$ cat src/rtl/axis_splitter.sv
// Splits each input AXI-Stream packet into NUM_STREAMS consecutive segments, segment i out on stream i.
// Latency: zero; data and tlast pass combinationally, only routing state and error pulses are registered.
// Backpressure: input tready follows the selected output's tready; excess beats after the last segment are sunk.
module axis_splitter #(
    parameter int AXIS_BYTES     = 1,
    parameter int AXIS_USER_BITS = 1,
    parameter int NUM_STREAMS    = 2,
    parameter int LEN_BITS       = 16
) (
    input  logic                                  clk,
    input  logic                                  areset,
    input  logic [NUM_STREAMS*LEN_BITS-1:0]       seg_beats,
    output logic                                  axis_i_tready,
    input  logic                                  axis_i_tvalid,
    input  logic                                  axis_i_tlast,
    input  logic [AXIS_BYTES*8-1:0]               axis_i_tdata,
    input  logic [AXIS_USER_BITS-1:0]             axis_i_tuser,
    input  logic [NUM_STREAMS-1:0]                axis_o_tready,
    output logic [NUM_STREAMS-1:0]                axis_o_tvalid,
    output logic [NUM_STREAMS-1:0]                axis_o_tlast,
    output logic [NUM_STREAMS*AXIS_BYTES*8-1:0]   axis_o_tdata,
    output logic [NUM_STREAMS*AXIS_USER_BITS-1:0] axis_o_tuser,
    output logic                                  err_short,
    output logic                                  err_long
);

    localparam int IDX_W = (NUM_STREAMS > 1) ? $clog2(NUM_STREAMS) : 1;
    localparam logic [IDX_W-1:0] LAST_IDX = IDX_W'(NUM_STREAMS - 1);

    typedef enum logic {
        ROUTE = 1'b0,
        DROP  = 1'b1
    } mode_t;

    // Routing state
    mode_t                       r_mode;
    mode_t                       w_mode_nxt;
    logic [IDX_W-1:0]            r_idx;
    logic [IDX_W-1:0]            w_idx_nxt;
    logic [LEN_BITS-1:0]         r_beat;
    logic [LEN_BITS-1:0]         w_beat_nxt;

    // Packet tracking: lengths frozen for the remainder of a packet once it has started
    logic [NUM_STREAMS*LEN_BITS-1:0] r_len;
    logic                            r_in_pkt;

    // Error pulses
    logic r_err_short;
    logic r_err_long;
    logic w_err_short_nxt;
    logic w_err_long_nxt;

    // Datapath helpers
    logic [NUM_STREAMS*LEN_BITS-1:0] w_len_src;
    logic [LEN_BITS-1:0]             w_len [NUM_STREAMS];
    logic [LEN_BITS-1:0]             w_cur_len;
    logic                            w_seg_end;
    logic                            w_o_last;
    logic                            w_hs;

    // The first beat of a packet sees the live lengths; later beats see the frozen copy.
    assign w_len_src = r_in_pkt ? r_len : seg_beats;

    // A zero-length field still carries one beat, so every stream gets a packet.
    for (genvar g = 0; g < NUM_STREAMS; g++) begin : g_len
        logic [LEN_BITS-1:0] w_raw;
        assign w_raw    = w_len_src[g*LEN_BITS +: LEN_BITS];
        assign w_len[g] = (w_raw == '0) ? LEN_BITS'(1) : w_raw;
    end

    assign w_cur_len = w_len[r_idx];
    assign w_seg_end = (r_beat == (w_cur_len - LEN_BITS'(1)));
    assign w_o_last  = axis_i_tlast | w_seg_end;
    assign w_hs      = axis_i_tvalid & axis_i_tready;

    // Payload is broadcast; only the selected tvalid qualifies it.
    assign axis_o_tdata = {NUM_STREAMS{axis_i_tdata}};
    assign axis_o_tuser = {NUM_STREAMS{axis_i_tuser}};

    assign err_short = r_err_short;
    assign err_long  = r_err_long;

    // Handshake steering: selected stream in ROUTE, unconditional sink in DROP, idle while in reset
    always_comb begin
        axis_o_tvalid = '0;
        axis_o_tlast  = '0;
        axis_i_tready = 1'b0;
        if (!areset) begin
            if (r_mode == ROUTE) begin
                axis_o_tvalid[r_idx] = axis_i_tvalid;
                axis_o_tlast[r_idx]  = w_o_last;
                axis_i_tready        = axis_o_tready[r_idx];
            end else begin
                axis_i_tready = 1'b1;
            end
        end
    end

    // Next-state logic: advance beat/stream on each accepted beat and flag length mismatches
    always_comb begin
        w_mode_nxt      = r_mode;
        w_idx_nxt       = r_idx;
        w_beat_nxt      = r_beat;
        w_err_short_nxt = 1'b0;
        w_err_long_nxt  = 1'b0;
        if (w_hs) begin
            case (r_mode)
                ROUTE: begin
                    if (!w_o_last) begin
                        w_beat_nxt = r_beat + LEN_BITS'(1);
                    end else if (axis_i_tlast) begin
                        // Input ended: short unless it landed exactly on the final segment's end
                        w_idx_nxt       = '0;
                        w_beat_nxt      = '0;
                        w_err_short_nxt = (r_idx != LAST_IDX) || !w_seg_end;
                    end else if (r_idx != LAST_IDX) begin
                        w_idx_nxt  = r_idx + IDX_W'(1);
                        w_beat_nxt = '0;
                    end else begin
                        // All segments delivered but input continues: sink the tail
                        w_mode_nxt     = DROP;
                        w_idx_nxt      = '0;
                        w_beat_nxt     = '0;
                        w_err_long_nxt = 1'b1;
                    end
                end
                DROP: begin
                    if (axis_i_tlast) begin
                        w_mode_nxt = ROUTE;
                        w_idx_nxt  = '0;
                        w_beat_nxt = '0;
                    end
                end
                default: begin
                    w_mode_nxt = ROUTE;
                    w_idx_nxt  = '0;
                    w_beat_nxt = '0;
                end
            endcase
        end
    end

    // Routing state and error pulse registers
    always_ff @(posedge clk or posedge areset) begin
        if (areset) begin
            r_mode      <= ROUTE;
            r_idx       <= '0;
            r_beat      <= '0;
            r_err_short <= 1'b0;
            r_err_long  <= 1'b0;
        end else begin
            r_mode      <= w_mode_nxt;
            r_idx       <= w_idx_nxt;
            r_beat      <= w_beat_nxt;
            r_err_short <= w_err_short_nxt;
            r_err_long  <= w_err_long_nxt;
        end
    end

    // Packet boundary tracking and length capture on the first accepted beat
    always_ff @(posedge clk or posedge areset) begin
        if (areset) begin
            r_in_pkt <= 1'b0;
            r_len    <= '0;
        end else if (w_hs) begin
            r_in_pkt <= !axis_i_tlast;
            if (!r_in_pkt) begin
                r_len <= seg_beats;
            end
        end
    end

endmodule

$ cat config.mk
export PLATFORM = sky130hd
export DESIGN_NAME = axis_splitter
export DESIGN_NICKNAME = d
export VERILOG_FILES = /design/src/rtl/axis_splitter.sv
export SDC_FILE = /design/constraint.sdc
export NUM_CORES = 1
export LEC_CHECK = 0
export ABC_AREA = 1
export BUFFER_PORTS_ARGS = -buffer_cell sky130_fd_sc_hd__clkbuf_2
export CAP_MARGIN = 20
export CORE_MARGIN = 8
export CORE_UTILIZATION = 35
export DETAILED_ROUTE_END_ITERATION = 10
export PLACE_DENSITY = 0.56
export REMOVE_ABC_BUFFERS = 1
export SLEW_MARGIN = 20
export SYNTH_ARGS = -nofsm -noshare
export SYNTH_HDL_FRONTEND = slang
export SYNTH_SLANG_ARGS = --single-unit
$ cat constraint.sdc
create_clock -name clk -period 8.82 [get_ports clk]
set_input_delay 1.323 -clock clk [delete_from_list [all_inputs] [get_ports clk]]
set_output_delay 1.323 -clock clk [all_outputs]
set_load 0.02 [all_outputs]
==> results.yml <==
status:
  status: "finished clean"
detailed_routing:
  drtIter0Drc: 278
  final_antenna_net_count: 0
  wirelength_um: 10880
  drtPass1Iterations: 5
  drc: 0
  via_count: 3833
  wl_per_cell_um: 13.86
  vias_per_cell: 4.883
die:
  start_util_pct: 35.88
  die_w_um: 124.2
  io_pins: 72
  chipHeight_um: 124.2
  rows: 39
  core_um2: 11420
  fp.dieArea_um2: 15420
sta:
  grt_setup_unrepaired: "false"
  drv_slew: 0
  slew_headroom_pct: 52.17
  fin_crit_sh_pct: 60.39
  tns_ns: 0
  hold_ws_ns: 0.4791
  final-setup-viol-count: 0
  setup_slack_ns: 3.494
  fin_worst_skew_ns: 0.007277
  period_needed_ns: 5.326
  fmax_ghz: 0.1878
  tightest_slew_ns: 0.7149
  finalHoldViolCount: 0
yosys:
  postSynthAreaPerCell_um2: 6.565
  netlist_instances: 624
  seq_area_frac_synth_pct: 32.38
  ys_types: 33
  synthTopCellsByArea: "dfrtp_1, nand2_1, inv_1, nor2_1, xor2_1"
  syn-cell-area_um2: 4096
  synth_top_cell_area_share_pct: 32.38
  synth_area_leader_cell: "dfrtp_1"
  synth-seq-cells: 53
  yosys_warnings: 0
cts:
  post_cts_buffers: 0
  clk_pin_slew_ns: 0.07
  h-tree-depth: 2
  tritoncts: "done"
  cts_buffers: 5
  clk_path_buf_depth: 2
  cts_sinks: 53
  ctsResizeCount: 0
  clk_latency_ns: 0.30
  cts_hold_buffers: 0
  cts_root_buf: "clkbuf_16"
worst_setup_path:
  crit_arrival_ns: 4.00
  critPathMaxFanout: 13
  path_class: "input pin to primary output"
  start_kind: "input pin"
  critPathRequiredTime_ns: 7.50
  end_kind: "primary output"
final_layout:
  diodes: 0
  area_delta_synth_final_pct: 7.269
  fin_area_um2: 4394
  fin_nets: 690
  drive_gt1_share_pct: 15.58
global_routing:
  grt_max_degree: 54
  antenna_found_initial: 0
  track_usage_pct: 14.59
  grt_pass1_wl_um: 17920
  grt_pass1_vias: 3726
  grt-ovfl-total: 0
place:
  place_ws_ns: 3.503
  gp_congestion: 0.8443
  hpwl_um: 8126
  dpl_cell_area_um2: 4255
  port_buffers: 44
power:
  vdd_drop_max_uv: 144.6
  p_leak_nw: 2.290
  powerDensity_nw_per_um2: 337.9
run:
  drv_cap: 0
hold_path:
  hp-class: "flop to flop"
==> cell usage after synthesis (all sizes together) <==
master and number:
nand2 248, inv 76, nor2 55, dfrtp 53, o21ai 53, buf 32, nand3 30, xor2 19
nor3 14, nand4 12, nand3b 8, o22ai 8, clkbuf 6, a21oi 5, ha 2, a21o 1
nor4 1, xnor2 1
==> state kept, by name (all words and copies together), names as in the netlist <==
signal,count
r_len,32
err_long,1
r_mode,1
err_short,1
r_idx,1
r_beat,16
r_in_pkt,1
==> worst max-delay path, stage by stage <==
cell and delay [ns]:
clkbuf_2 0.08, nand2_1 0.05, nand2_1 0.08, nor2_1 0.16
nand2_1 0.07, nor2_1 0.12, nand2_1 0.07, nand3_2 0.09
nand2_4 0.12, ha_1 0.22, inv_1 0.09, nor2_2 0.05
nand3_1 0.13, inv_1 0.05, nand2_1 0.09, nand2_1 0.06
nand2_1 0.09, nand2_1 0.06, inv_1 0.05, nand3_1 0.08
nor3_1 0.15, nand2_1 0.09, nand2_2 0.23, nand3_1 0.11
nor2_1 0.10, clkbuf_2 0.17
==> layer usage <==
layer  routed length [um]  vias to the layer above  share of wire (%)  GRT usage, %
met5                    0                        -                  0             0
met4                   70                        0               0.64         3.048
met3                  612                        7                5.6         3.264
met2                 4831                      104                 44         23.54
met1                 5366                     1755                 49         19.57
li1                     -                     1967                  -             -
==> worst paths after layout <==
| kind | from | end | slack [ns] | depth (start not counted) |
|---|---|---|---|---|
| setup reg to reg | r_in_pkt$_DFFE_PP0P_ | err_short$_DFF_PP0_ | 5.26 | 21 |
| hold reg to reg | r_len[13]$_DFFE_PP0P_ | r_len[13]$_DFFE_PP0P_ | 0.48 | 2 |
| hold / removal | r_len[13]$_DFFE_PP0P_ | r_len[13]$_DFFE_PP0P_ | 0.48 | 2 |
| setup / recovery | seg_beats[6] | axis_o_tlast[1] | 3.49 | 26 |
| max in group asynchronous | areset | r_len[8]$_DFFE_PP0P_ | 7.07 | 3 |
| min in group asynchronous | areset | r_beat[6]$_DFFE_PP0P_ | 1.29 | 3 |
==> per-stage QoR <==
stage | std cells | total power, W | util [%]
after global routing | 785 | 0.001628 | 38.48
after floorplan | 586 | 0.001065 | -
after detailed placement | 777 | 0.001282 | 37.27
after global placement | 777 | 0.001268 | 37.27
after CTS | 785 | 0.001487 | 38.48
final | 785 | 0.001485 | 38.48
==> cell usage in the layout (no fill, tap or decap), types with 13 or more instances in the layout <==
cell type / count
xor2_1: 19
dfrtp_1: 53
nand3_1: 26
o21ai_2: 13
nand2_1: 235
o21ai_0: 30
clkbuf_2: 44
nor2_1: 47
inv_1: 72
==> layout make-up <==
class	count	area, um2
fill	1234	7024
multi-input combinational	457	2212
sequential	53	1326
inverter	76	287.8
timing repair buffer	48	250.2
tap	143	178.9
clock buffer	6	128.9
clock inverter	2	10.01
==> logic make-up after synthesis <==
logic type      Yosys count  synth area share (%)
simple gates            368                 39.16
buf+inv                 114                 13.62
compound gates           67                 9.957
flops                    53                 32.38
xor+xnor                 20                 4.276
fa+ha+maj                 2                0.6108
==> power by group <==
part	total (W)	leakage (nW)	internal (W)	switching (W)
combinational	0.000940	1.52	0.000292	0.000648
sequential	0.000347	0.701	0.000313	0.0000342
clock	0.000197	0.0706	0.000105	0.0000924
total	0.00148	2.29	0.000710	0.000775
Note: power is estimated with default switching activity, not from simulation.
